## src/rtl/bcu_pkg.sv

```systemverilog
`default_nettype none
// +----------------------------------------------------------------------+
// | bcu_pkg                                                              |
// | Shared types and condition-mode codes for the branch-condition unit. |
// | Rev 1.0 - initial release                                            |
// +----------------------------------------------------------------------+
package bcu_pkg;

   localparam int BCU_MODE_W = 3;

   typedef logic [BCU_MODE_W-1:0] bcu_mode_t;

   localparam bcu_mode_t BCU_EQ  = 3'd0;
   localparam bcu_mode_t BCU_NE  = 3'd1;
   localparam bcu_mode_t BCU_LTZ = 3'd2;
   localparam bcu_mode_t BCU_GEZ = 3'd3;
   localparam bcu_mode_t BCU_LEZ = 3'd4;
   localparam bcu_mode_t BCU_GTZ = 3'd5;
   localparam bcu_mode_t BCU_LTU = 3'd6;
   localparam bcu_mode_t BCU_NEV = 3'd7;

   typedef struct packed {
      logic zero;
      logic taken;
   } bcu_result_t;

endpackage : bcu_pkg
`default_nettype wire

```

## src/rtl/branch_cond_unit_if.sv

```systemverilog
`default_nettype none
// +----------------------------------------------------------------------+
// | branch_cond_unit_if                                                  |
// | Operand/control bundle and result bundle of the branch-condition     |
// | unit; master drives operands, slave returns flags and counter.       |
// | Rev 1.0 - initial release                                            |
// +----------------------------------------------------------------------+
interface branch_cond_unit_if #(
   parameter int WIDTH = 32,
   parameter int CNT_W = 16
);
   import bcu_pkg::*;

   logic             valid_i;
   logic             stall_i;
   logic             flush_i;
   bcu_mode_t        mode_i;
   logic [WIDTH-1:0] src_a_i;
   logic [WIDTH-1:0] src_b_i;
   logic             cnt_clr_i;

   logic             valid_o;
   logic             zero_o;
   logic             taken_o;
   logic [CNT_W-1:0] taken_cnt_o;

   modport master (
      output valid_i, stall_i, flush_i, mode_i, src_a_i, src_b_i, cnt_clr_i,
      input  valid_o, zero_o, taken_o, taken_cnt_o
   );

   modport slave (
      input  valid_i, stall_i, flush_i, mode_i, src_a_i, src_b_i, cnt_clr_i,
      output valid_o, zero_o, taken_o, taken_cnt_o
   );

endinterface : branch_cond_unit_if
`default_nettype wire

```

## src/rtl/bcu_eval.sv

```systemverilog
`default_nettype none
// +----------------------------------------------------------------------+
// | bcu_eval                                                             |
// | Combinational branch-condition evaluator: (A, B, mode) -> zero/taken |
// | Rev 1.0 - initial release                                            |
// +----------------------------------------------------------------------+
module bcu_eval
   import bcu_pkg::*;
#(
   parameter int WIDTH = 32
) (
   input  wire logic [WIDTH-1:0] i_src_a,
   input  wire logic [WIDTH-1:0] i_src_b,
   input  wire bcu_mode_t        i_mode,
   output logic                  o_zero,
   output logic                  o_taken
);

   logic [WIDTH:0] w_diff;
   logic           w_eq;
   logic           w_ltu;
   logic           w_neg;
   logic           w_a_zero;

   // One extra bit keeps the difference from wrapping; its MSB is the unsigned borrow.
   assign w_diff   = {1'b0, i_src_a} - {1'b0, i_src_b};
   assign w_eq     = ~|w_diff;
   assign w_ltu    = w_diff[WIDTH];
   assign w_neg    = i_src_a[WIDTH-1];
   assign w_a_zero = ~|i_src_a;

   always_comb begin
      o_taken = 1'b0;
      case (i_mode)
         BCU_EQ:  o_taken = w_eq;
         BCU_NE:  o_taken = ~w_eq;
         BCU_LTZ: o_taken = w_neg;
         BCU_GEZ: o_taken = ~w_neg;
         BCU_LEZ: o_taken = w_neg | w_a_zero;
         BCU_GTZ: o_taken = ~w_neg & ~w_a_zero;
         BCU_LTU: o_taken = w_ltu;
         BCU_NEV: o_taken = 1'b0;
         default: o_taken = 1'b0;
      endcase
   end

   assign o_zero = w_eq;

endmodule : bcu_eval
`default_nettype wire

```

## src/rtl/branch_cond_unit.sv

```systemverilog
`default_nettype none
// +----------------------------------------------------------------------+
// | branch_cond_unit                                                     |
// | Registered branch-condition evaluator with stall/flush and a         |
// | saturating taken-branch counter; LATENCY selects 1 or 2 stages.      |
// | Rev 1.0 - initial release                                            |
// +----------------------------------------------------------------------+
module branch_cond_unit
   import bcu_pkg::*;
#(
   parameter int WIDTH   = 32,
   parameter int LATENCY = 1,
   parameter int CNT_W   = 16
) (
   input  wire logic         clk_i,
   input  wire logic         rst_i,
   branch_cond_unit_if.slave bus
);

   localparam logic [CNT_W-1:0] c_cnt_max = '1;

   generate
      if (LATENCY != 1 && LATENCY != 2) begin : g_bad_latency
         $error("branch_cond_unit: LATENCY must be 1 or 2");
      end
      if (WIDTH < 2) begin : g_bad_width
         $error("branch_cond_unit: WIDTH must be >= 2");
      end
      if (CNT_W < 1) begin : g_bad_cnt_w
         $error("branch_cond_unit: CNT_W must be >= 1");
      end
   endgenerate

   logic             w_ev_valid;
   bcu_mode_t        w_ev_mode;
   logic [WIDTH-1:0] w_ev_a;
   logic [WIDTH-1:0] w_ev_b;
   logic             w_zero;
   logic             w_taken;
   logic             w_advance;
   logic             w_inc;

   logic             r_valid;
   logic             r_zero;
   logic             r_taken;
   logic [CNT_W-1:0] r_cnt;

   assign w_advance = ~bus.flush_i & ~bus.stall_i;

   // The single evaluator sits after the stage-1 register when LATENCY is 2.
   generate
      if (LATENCY == 2) begin : g_lat2
         logic             r_s1_valid;
         bcu_mode_t        r_s1_mode;
         logic [WIDTH-1:0] r_s1_a;
         logic [WIDTH-1:0] r_s1_b;

         always_ff @(posedge clk_i) begin
            if (rst_i) begin
               r_s1_valid <= 1'b0;
               r_s1_mode  <= BCU_EQ;
               r_s1_a     <= '0;
               r_s1_b     <= '0;
            end else if (bus.flush_i) begin
               r_s1_valid <= 1'b0;
            end else if (!bus.stall_i) begin
               r_s1_valid <= bus.valid_i;
               r_s1_mode  <= bus.mode_i;
               r_s1_a     <= bus.src_a_i;
               r_s1_b     <= bus.src_b_i;
            end
         end

         assign w_ev_valid = r_s1_valid;
         assign w_ev_mode  = r_s1_mode;
         assign w_ev_a     = r_s1_a;
         assign w_ev_b     = r_s1_b;
      end else begin : g_lat1
         assign w_ev_valid = bus.valid_i;
         assign w_ev_mode  = bus.mode_i;
         assign w_ev_a     = bus.src_a_i;
         assign w_ev_b     = bus.src_b_i;
      end
   endgenerate

   bcu_eval #(
      .WIDTH (WIDTH)
   ) u_eval (
      .i_src_a (w_ev_a),
      .i_src_b (w_ev_b),
      .i_mode  (w_ev_mode),
      .o_zero  (w_zero),
      .o_taken (w_taken)
   );

   // Flags load as 0 with an invalid stage so the outputs are self-gating.
   always_ff @(posedge clk_i) begin
      if (rst_i || bus.flush_i) begin
         r_valid <= 1'b0;
         r_zero  <= 1'b0;
         r_taken <= 1'b0;
      end else if (!bus.stall_i) begin
         r_valid <= w_ev_valid;
         r_zero  <= w_ev_valid & w_zero;
         r_taken <= w_ev_valid & w_taken;
      end
   end

   assign w_inc = w_advance & w_ev_valid & w_taken;

   always_ff @(posedge clk_i) begin
      if (rst_i) begin
         r_cnt <= '0;
      end else if (!bus.stall_i) begin
         if (bus.cnt_clr_i) begin
            r_cnt <= '0;
         end else if (w_inc && (r_cnt != c_cnt_max)) begin
            r_cnt <= r_cnt + CNT_W'(1);
         end
      end
   end

   assign bus.valid_o     = r_valid;
   assign bus.zero_o      = r_zero & r_valid;
   assign bus.taken_o     = r_taken & r_valid;
   assign bus.taken_cnt_o = r_cnt;

endmodule : branch_cond_unit
`default_nettype wire

```

## src/flat_wrapper.sv

```systemverilog
// flat-port wrapper written by rule: the top's interface ports become plain ports
module branch_cond_unit_flat import bcu_pkg::*;
#(
   parameter int WIDTH   = 32,
   parameter int LATENCY = 1,
   parameter int CNT_W   = 16
)
  (clk_i, rst_i, bus_valid_i, bus_stall_i, bus_flush_i, bus_mode_i, bus_src_a_i, bus_src_b_i, bus_cnt_clr_i, bus_valid_o, bus_zero_o, bus_taken_o, bus_taken_cnt_o);
  branch_cond_unit_if #(.WIDTH(WIDTH), .CNT_W(CNT_W)) bus_i ();
  input  wire logic clk_i;
  input  wire logic rst_i;
  input wire logic [$bits(bus_i.valid_i)-1:0] bus_valid_i;
  input wire logic [$bits(bus_i.stall_i)-1:0] bus_stall_i;
  input wire logic [$bits(bus_i.flush_i)-1:0] bus_flush_i;
  input wire logic [$bits(bus_i.mode_i)-1:0] bus_mode_i;
  input wire logic [$bits(bus_i.src_a_i)-1:0] bus_src_a_i;
  input wire logic [$bits(bus_i.src_b_i)-1:0] bus_src_b_i;
  input wire logic [$bits(bus_i.cnt_clr_i)-1:0] bus_cnt_clr_i;
  output wire logic [$bits(bus_i.valid_o)-1:0] bus_valid_o;
  output wire logic [$bits(bus_i.zero_o)-1:0] bus_zero_o;
  output wire logic [$bits(bus_i.taken_o)-1:0] bus_taken_o;
  output wire logic [$bits(bus_i.taken_cnt_o)-1:0] bus_taken_cnt_o;
  assign bus_i.valid_i = bus_valid_i;
  assign bus_i.stall_i = bus_stall_i;
  assign bus_i.flush_i = bus_flush_i;
  assign bus_i.mode_i = bus_mode_i;
  assign bus_i.src_a_i = bus_src_a_i;
  assign bus_i.src_b_i = bus_src_b_i;
  assign bus_i.cnt_clr_i = bus_cnt_clr_i;
  assign bus_valid_o = bus_i.valid_o;
  assign bus_zero_o = bus_i.zero_o;
  assign bus_taken_o = bus_i.taken_o;
  assign bus_taken_cnt_o = bus_i.taken_cnt_o;
  branch_cond_unit #(.WIDTH(WIDTH), .LATENCY(LATENCY), .CNT_W(CNT_W)) u_core (.clk_i(clk_i), .rst_i(rst_i), .bus(bus_i));
endmodule
```

## config.mk

```make
export PLATFORM = sky130hd
export DESIGN_NAME = branch_cond_unit_flat
export DESIGN_NICKNAME = d
export VERILOG_FILES = /design/src/rtl/bcu_pkg.sv /design/src/rtl/branch_cond_unit_if.sv /design/src/rtl/bcu_eval.sv /design/src/rtl/branch_cond_unit.sv /design/src/flat_wrapper.sv
export SDC_FILE = /design/constraint.sdc
export NUM_CORES = 1
export LEC_CHECK = 0
export BUFFER_PORTS_ARGS = -buffer_cell sky130_fd_sc_hd__buf_2
export CELL_PAD_IN_SITES_DETAIL_PLACEMENT = 1
export CELL_PAD_IN_SITES_GLOBAL_PLACEMENT = 1
export CORE_ASPECT_RATIO = 0.9
export CORE_MARGIN = 4
export CORE_UTILIZATION = 40
export CTS_CLUSTER_SIZE = 16
export DETAILED_ROUTE_END_ITERATION = 6
export PLACE_DENSITY_LB_ADDON = 0.1
export SLEW_MARGIN = 20
export SYNTH_ARGS = -nofsm -noshare
export SYNTH_HDL_FRONTEND = slang
export SYNTH_HIERARCHICAL = 1
export SYNTH_SLANG_ARGS = --single-unit
```

## constraint.sdc

```tcl
create_clock -name clk_i -period 10.14 [get_ports clk_i]
set_input_delay 1.014 -clock clk_i [delete_from_list [all_inputs] [get_ports clk_i]]
set_output_delay 1.014 -clock clk_i [all_outputs]
set_load 0.1 [all_outputs]
```

==> results of run 1 <==
-- power breakdown --
group | internal [W] | total, W | leakage, nW | switching [W]
combinational | 0.0000685 | 0.000176 | 1.62 | 0.000108
clock | 0.0000280 | 0.0000559 | 0.0228 | 0.0000279
sequential | 0.0000748 | 0.0000751 | 0.153 | 0.000000269
-- layout make-up --
| type | instances | area [um^2] | area share (%) |
|---|---|---|---|
| clock buffer | 4 | 45.0 | 1.10 |
| inverter | 53 | 199 | 4.87 |
| multi-input combinational | 421 | 2850 | 69.7 |
| sequential | 19 | 380 | 9.32 |
| tap | 119 | 149 | 3.65 |
| timing repair buffer | 92 | 463 | 11.3 |
-- sequential cells by signal, indices dropped and copies added (netlist names) --
| signal | cells |
|---|---|
| u_core/bus.valid_o | 1 |
| u_core/r_taken | 1 |
| u_core/r_zero | 1 |
| u_core/bus.taken_cnt_o | 16 |
-- Yosys cell counts, types with 3 or more instances --
library cell and count:
a211o_1 3, a211oi_1 3, a21boi_0 4, a21o_1 6, a21oi_1 38, a31oi_1 16
a41oi_1 3, and2_1 4, buf_2 8, buf_6 7, clkbuf_1 6, dfxtp_1 19
ha_1 33, inv_1 53, mux2i_1 9, nand2_1 42, nand2b_1 10, nand3_1 21
nand4_1 19, nand4b_1 3, nor2_1 36, nor2b_1 9, nor3_1 16, nor3b_1 4
nor4_1 17, o2111ai_1 3, o211ai_1 8, o21a_1 5, o21ai_0 26, o21ai_1 3
o21bai_1 4, o22ai_1 8, o31ai_1 4, or3_1 4, or4_1 5, xnor2_1 5
xor2_1 5
-- metal layers --
layer  vias to the layer above  track usage [%]  part of all wire [%]
met5                         -                0                     0
met2                       127             36.0                    44
met1                      2029             35.8                    50
li1                       2087                -                     -
met3                         6             3.04                   6.4
met4                         0             1.94                  0.27
-- critical path, stage by stage --
cell       delay (ns)
buf_2            0.11
ha_1             0.44
nand4_1          0.28
o221ai_1         0.16
a31oi_1          0.29
nor2_1           0.06
or4_1            0.52
nor4_1           0.35
nand4_1          0.16
nor4_2           0.45
nor3_1           0.12
mux2_4           0.22
nand4bb_1        0.29
o21ai_1          0.86
a31oi_1          0.23
-- kinds of logic after synthesis --
group           share of synthesized area (%)
simple gates                             33.4
compound gates                           28.9
buf+inv                                  9.86
fa+ha+maj                                11.5
flops                                    10.6
mux                                      3.25
xor+xnor                                 2.45
-- path summary, 6_finish.rpt --
path | slack, ns | cells after the start | from | to
setup / recovery | 4.68 | 15 | bus_src_a_i[25] | u_core/bus.taken_cnt_o[13]
hold / removal | 0.51 | 1 | u_core/bus.taken_cnt_o[14] | u_core/bus.taken_cnt_o[14]
hold reg to reg | 0.51 | 1 | u_core/bus.taken_cnt_o[14] | u_core/bus.taken_cnt_o[14]
setup reg to reg | 7.80 | 5 | u_core/bus.taken_cnt_o[0] | u_core/bus.taken_cnt_o[13]
-- through the flow --
stage	cell area [um^2]	instances	utilization (%)	hold slack (ns)	worst slack (ns)
floorplan	3580	516	-	0.486	5.64
global route	4080	708	47.2	0.527	4.48
CTS	4080	708	47.2	0.506	4.69
detailed placement	4040	704	46.7	0.488	4.43
finish	4080	708	47.2	0.506	4.68
global placement	4040	704	46.7	0.475	4.60
==> flow_summary.yaml, run 1 <==
run_status:
  outcome: "finished, final reports clean"
clock_tree:
  cts_tree: "built"
  clkSinkCount: 19
  cts_resized: 0
  path_clk_slew_ns: 0.08
  cts_hold_buffers: 0
  cts_buffer_depth: 2
  insertion_delay_ns: 0.26
  cts_root_buffer: "clkbuf_8"
  post_cts_buffers: 0
  numCtsBuffers: 3
  htree_levels: 1
synth:
  synth_area_leaders: "ha_1, dfxtp_1, inv_1, a21oi_1, nand2_1"
  post_synth.cell_area_avg_um2: 6.93
  yosysSeqAreaShare_pct: 10.6
  async_reset_ff_share_pct: 0
  yosysWarnings: 6
  synth_ff_type: "dfxtp_1"
  synthCells: 516
  synth_top_cell_by_area: "ha_1"
  synth_nets: 622
  synth.cell_area_mm2: 0.00358
  yosysTopAreaCellShare_pct: 11.5
  synth_enable_flop_cells: 0
  ys_ff_latch: 19
  synthDistinctLibCells: 75
power:
  p_leak_nw: 1.79
  total_power_w: 0.000307
  powerDensity_mw_per_mm2: 75.2
  irDropWorstVdd_uv: 40.1
timing:
  finalSetupTns_ns: 0
  slew_viol_final: 0
  fin_skew_ns: 0.00170
  fin_crit_ns: 5.46
  period_share_pct: 53.9
  finalSetupViolCount: 0
  hold_viol_final: 0
  slew_headroom_pct: 35.5
  rsz0062_at_grt: "no"
  worst_pin_slew_ns: 0.961
  max_freq_mhz: 183
placed_design:
  port_buffers: 91
  dp_hpwl_um: 10800
  gp_congestion: 0.871
hold_path:
  hp-class: "reg2reg"
route:
  vias: 4249
  ant_nets: 0
  drt_wl_total_um: 12800
  drt_iter0_drc: 206
  viasPerCell: 6.00
  drc: 0
  first_pass_iters: 5
  wl_per_cell_um: 18.0
global_route:
  grt_usage_pct: 23.3
  grt_remaining_overflow: 0
  grt_start_max_net_pins: 14
  grt_first_pass_wirelength_um: 20500
  antenna_found_initial: 0
  grt_pass1_vias: 4123
floorplanning:
  die_w_um: 108
  start_util_pct: 41.4
  die_h_um: 97.7
  rows: 32
  dieArea_mm2: 0.0105
  io_pins: 92
  core-area_mm2: 0.00865
critical_path:
  cp.arrival_ns: 5.56
  crit_type: "in2reg"
  worstSetupEndpointType: "register"
  worst-path-max-fanout: 11
  required_ns: 10.23
  cp-start-kind: "input pin"
final_layout:
  fillers: 1202
  layout.nets: 696
  layout-drive-gt1-share_pct: 19.9
  final_cell_mix: "buf_2, inv_1, nand2_1, a21oi_1, nor2_1"
  num_antenna_cells: 0
  area_growth_pct: 14.1
  layout_commonest_cell: "buf_2"
flow_run:
  cap_violations: 0
No activity file was read; power rests on OpenSTA's default activity.
==> run 2, diff against run 1 <==
CORE_UTILIZATION = 35   (was 40)
clock period = 4.4 ns   (was 10.14 ns; I/O delays follow)
==> run 2 against run 1 <==
  * Core utilization decreased by 3.3 points
  * Clock power rose to 3.4 times the previous value
  * Routed wire length increased by 1.2%
==> flow_summary.yaml, run 2 (same netlist as run 1, synthesis figures left out) <==
placed_design:
  gp_congestion: 0.831
  pre_cts_ws_ns: -0.186
  place_inst: 726
  port_buffers: 91
  dp_hpwl_um: 10800
final_layout:
  layout.nets: 711
  layout_commonest_cell: "buf_2"
  num_antenna_cells: 0
  area_growth_pct: 20.4
  stdcell_count: 730
  largest_reg_flops: 16
  final_cell_mix: "buf_2, inv_1, nand2_1, nor2_1, a21oi_1"
  fillers: 1303
  layout-drive-gt1-share_pct: 24.2
timing:
  finalSetupViolCount: 0
  hold_viol_final: 0
  fin_skew_ns: 0.00313
  fin_crit_ns: 4.15
  max_freq_mhz: 241
  whs_ns: 0.422
  worst_pin_slew_ns: 0.719
  period_share_pct: 94.3
  fin_ws_ns: 0.252
  slew_viol_final: 0
  slew_headroom_pct: 51.6
hold_path:
  holdPathStages: 2
  hp-class: "in2reg"
  min_to: "u_core/bus.valid_o"
  hp-start: "bus_flush_i"
power:
  p_leak_nw: 1.89
  p_seq_share_pct: 21.8
  powerDensity_mw_per_mm2: 185
  p_comb_share_pct: 54.3
  internal_power_w: 0.000469
  power_frac_clock_pct: 23.9
  swShare_pct: 41.1
  p_switching_w: 0.000327
  irDropWorstVdd_uv: 151
critical_path:
  crit_type: "in2reg"
  max_stage_delay_ns: 0.56
  cp.arrival_ns: 4.32
  rrSetupSlack_ns: 2.24
  reg2reg_depth: 5
  rr_endpoint: "u_core/bus.taken_cnt_o[10]"
  required_ns: 4.58
  timing.rr.start: "u_core/bus.taken_cnt_o[0]"
  slowest_stage: "or4_1"
  worstSetupEndpointType: "register"
  path_cells: "buf_2, ha_1, nand2_1, a21oi_1, o22ai_1, a211oi_1, o211ai_1, nor4_1, nand4_1, nor4_4, nor3_1, mux2_4, nand4bb_2, or4_1, a21boi_0"
  cp_num_buf_inv: 1
  cp_top_family: "simple AND/OR/NAND/NOR gates"
  cp-start-kind: "input pin"
  worst-path-max-fanout: 8
floorplanning:
  die_h_um: 104
  rows: 34
  core-area_mm2: 0.00983
  start_util_pct: 36.4
  io_pins: 92
  die_w_um: 115
  dieArea_mm2: 0.0119
route:
  drc: 0
  viasPerCell: 5.73
  vias: 4185
  drt_iter0_drc: 263
  drt_wl_total_um: 12900
  first_pass_iters: 4
  ant_nets: 0
  wl_per_cell_um: 17.7
global_route:
  grt_remaining_overflow: 0
  grt_start_max_net_pins: 14
  grt_pass1_vias: 4108
  grt_first_pass_wirelength_um: 21000
  grt_usage_pct: 20.9
  antenna_found_initial: 0
clock_tree:
  cts_resized: 0
  path_clk_slew_ns: 0.05
  post_cts_buffers: 0
  cts_buffer_depth: 2
  clkSinkCount: 19
  htree_levels: 1
  cts_tree: "built"
  insertion_delay_ns: 0.25
  cts_hold_buffers: 0
  numCtsBuffers: 3
  cts_root_buffer: "clkbuf_16"
run_status:
  outcome: "finished, final reports clean"
flow_run:
  cap_violations: 0
run 2: final cells by class:
cell class	instances	area, um^2	share of cell area (%)
clock buffers	3	75.1	1.74
inverters	53	199	4.62
clock inverters	1	5.00	0.116
flip-flops and latches	19	380	8.83
multi-input cells	421	2920	67.7
well taps	126	158	3.66
repair buffers	107	576	13.4
run 2: power groups by stage:
| stage | clock network (W) | registers, W | logic, W |
|---|---|---|---|
| 6_report | 0.000190 | 0.000173 | 0.000432 |
| 2_1_floorplan | 0 | 0.000180 | 0.000284 |
| 3_3_place_gp | 0 | 0.000177 | 0.000405 |
| 3_5_place_dp | 0 | 0.000177 | 0.000414 |
| 4_1_cts | 0.000194 | 0.000173 | 0.000417 |
| 5_1_grt | 0.000202 | 0.000173 | 0.000479 |
run 2: metrics by stage:
step	total power [W]	instance area, um^2	utilization [%]	TNS (ns)
after floorplan	0.000464	3580	-	0
after global placement	0.000582	4160	42.3	-0.0395
after detailed placement	0.000591	4160	42.3	-1.71
after CTS	0.000784	4240	43.1	0
after global routing	0.000854	4310	43.9	-0.0214
final	0.000796	4310	43.9	0
run 2: routing by layer:
metal	part of all wire (%)	GRT usage (%)
met2	42	30.8
met1	53	33.2
met5	0	0
met3	4.3	2.73
met4	0.28	1.10
run 2: how the worst max path moves through the flow:
stage / startpoint / end / slack [ns] / cells after the start
final: bus_src_a_i[23] / u_core/bus.taken_cnt_o[5] / 0.25 / 15
after global routing: bus_src_a_i[4] / u_core/bus.taken_cnt_o[13] / -0.02 / 18
after CTS: bus_src_a_i[6] / u_core/bus.taken_cnt_o[5] / 0.05 / 15
after detailed placement: bus_src_a_i[6] / u_core/bus.taken_cnt_o[5] / -0.19 / 15
after global placement: bus_src_a_i[27] / u_core/bus.taken_cnt_o[15] / -0.01 / 17
after floorplan: bus_src_b_i[10] / u_core/bus.taken_cnt_o[13] / 0.48 / 19
==> run 3, diff against run 2 <==
CORE_UTILIZATION = 30   (was 35)
PLACE_DENSITY_LB_ADDON = 0.05   (was 0.1)
==> run 3 against run 2 <==
  * Non-clock buffer count up 14
  * Core utilization fell by 5.5 points
  * Routed wire length is 4.7% higher
  * Sequential cell count unchanged
==> flow_summary.yaml, run 3 (same netlist as run 1, synthesis figures left out) <==
critical_path:
  slowest_stage: "or4_1"
  reg2reg_depth: 6
  crit_start: "bus_src_a_i[4]"
  rr_endpoint: "u_core/bus.taken_cnt_o[15]"
  worstSetupEndpointType: "register"
  crit_type: "in2reg"
  endpoint: "u_core/bus.taken_cnt_o[4]"
  required_ns: 4.58
  cp-start-kind: "input pin"
  rrSetupSlack_ns: 2.24
  worst-path-max-fanout: 6
  cp.arrival_ns: 4.25
  max_stage_delay_ns: 0.55
  path_cells: "buf_2, ha_1, a21oi_1, nand2_1, o21ai_2, a21oi_2, a2111oi_1, a31oi_1, or4_1, nor4_4, nor3_1, mux2_4, nand4bb_1, or4_1, a21boi_0"
  timing.rr.start: "u_core/bus.taken_cnt_o[0]"
  crit_path_frequent_cell: "or4_1"
clock_tree:
  clkSinkCount: 19
  cts_resized: 0
  cts_buffer_depth: 2
  cts_hold_buffers: 0
  post_cts_buffers: 0
  insertion_delay_ns: 0.25
  htree_levels: 1
  cts_tree: "built"
  path_clk_slew_ns: 0.06
  numCtsBuffers: 3
  cts_root_buffer: "clkbuf_16"
timing:
  finalSetupViolCount: 0
  worst_pin_slew_ns: 0.733
  period_share_pct: 92.6
  finalSetupTns_ns: 0
  fin_crit_ns: 4.07
  fin_ws_ns: 0.327
  max_freq_mhz: 246
  slew_headroom_pct: 50.7
  hold_viol_final: 0
  fin_skew_ns: 0.00171
  rsz0062_at_grt: "no"
  slew_viol_final: 0
power:
  powerDensity_mw_per_mm2: 183
  p_comb_share_pct: 54.8
  irDropWorstVdd_uv: 90.5
  swShare_pct: 40.7
  p_switching_w: 0.000329
  p_seq_share_pct: 21.4
  internal_power_w: 0.000480
  p_leak_nw: 1.95
  power_frac_clock_pct: 23.8
hold_path:
  hp-class: "in2reg"
run_status:
  outcome: "finished, final reports clean"
placed_design:
  pre_cts_ws_ns: -0.137
  dpl-instance-area_mm2: 0.00430
  port_buffers: 91
  gp_congestion: 0.867
  dp_hpwl_um: 11500
final_layout:
  layout-drive-gt1-share_pct: 24.6
  num_antenna_cells: 0
  fin_util_pct: 38.3
  largest_reg_flops: 16
  layout.nets: 725
  fillers: 1504
  area_growth_pct: 23.4
  final_cell_area_mm2: 0.00442
  final_cell_mix: "buf_2, inv_1, nand2_1, a21oi_1, nor2_1"
  layout_commonest_cell: "buf_2"
route:
  first_pass_iters: 4
  wl_per_cell_um: 17.5
  drc: 0
  drt_wl_total_um: 13500
  ant_nets: 0
  vias: 4285
  viasPerCell: 5.54
  drt_iter0_drc: 225
floorplanning:
  rows: 37
  die_h_um: 112
  io_pins: 92
  dieArea_mm2: 0.0137
  core-area_mm2: 0.0115
  start_util_pct: 31.0
  die_w_um: 123
global_route:
  grt_pass1_vias: 4366
  antenna_found_initial: 0
  grt_remaining_overflow: 0
  grt_first_pass_wirelength_um: 22300
  grt_start_max_net_pins: 14
  grt_usage_pct: 19.6
flow_run:
  cap_violations: 0
[run 3: changes by cell type in the layout (fill, tap and decap cells not counted), sizes merged]
cell    before  now
clkbuf       3    4
clkinv       1    0
buf        107  121
[run 3: metrics by stage]
stage | hold slack, ns | std cells | total power (W)
2_1_floorplan | 0.486 | 516 | 0.000464
3_3_place_gp | 0.482 | 770 | 0.000604
3_5_place_dp | 0.495 | 770 | 0.000611
4_1_cts | 0.418 | 774 | 0.000810
5_1_grt | 0.437 | 774 | 0.000874
6_report | 0.416 | 774 | 0.000810
[run 3: layout make-up]
cell class              instances  area, um^2  share of cell area [%]
inverters                      53         199                    4.51
well taps                     156         195                    4.42
flip-flops and latches         19         380                    8.61
clock buffers                   4        78.8                    1.79
repair buffers                121         681                    15.4
multi-input cells             421        2880                    65.3
[run 3: per-layer routing]
metal | GRT usage, % | routed length, um
met2 | 28.4 | 5560
met3 | 2.64 | 605
met1 | 31.1 | 7250
met5 | 0 | 0
met4 | 2.14 | 108
[run 3: worst min-delay path by stage]
stage,start,endpoint,cells past startpoint
5_1_grt,bus_flush_i,u_core/r_taken,2
3_5_place_dp,u_core/bus.taken_cnt_o[15],u_core/bus.taken_cnt_o[15],1
2_1_floorplan,u_core/r_taken,u_core/r_taken,2
6_report,bus_flush_i,u_core/r_taken,2
3_3_place_gp,u_core/bus.taken_cnt_o[15],u_core/bus.taken_cnt_o[15],1
4_1_cts,bus_flush_i,u_core/r_taken,2
[run 3: worst max-delay path: cells and delay by family]
family          cells  cell delay, ns
simple gates        6            1.98
compound gates      6            1.15
fa+ha+maj           1            0.34
mux                 1            0.21
buf+inv             1            0.11
[run 3: power by group through the flow]
stage | combinational, W | sequential, W | clock (W)
2_1_floorplan | 0.000284 | 0.000180 | 0
3_3_place_gp | 0.000427 | 0.000177 | 0
6_report | 0.000444 | 0.000173 | 0.000192
4_1_cts | 0.000436 | 0.000173 | 0.000200
5_1_grt | 0.000494 | 0.000173 | 0.000206
3_5_place_dp | 0.000434 | 0.000177 | 0
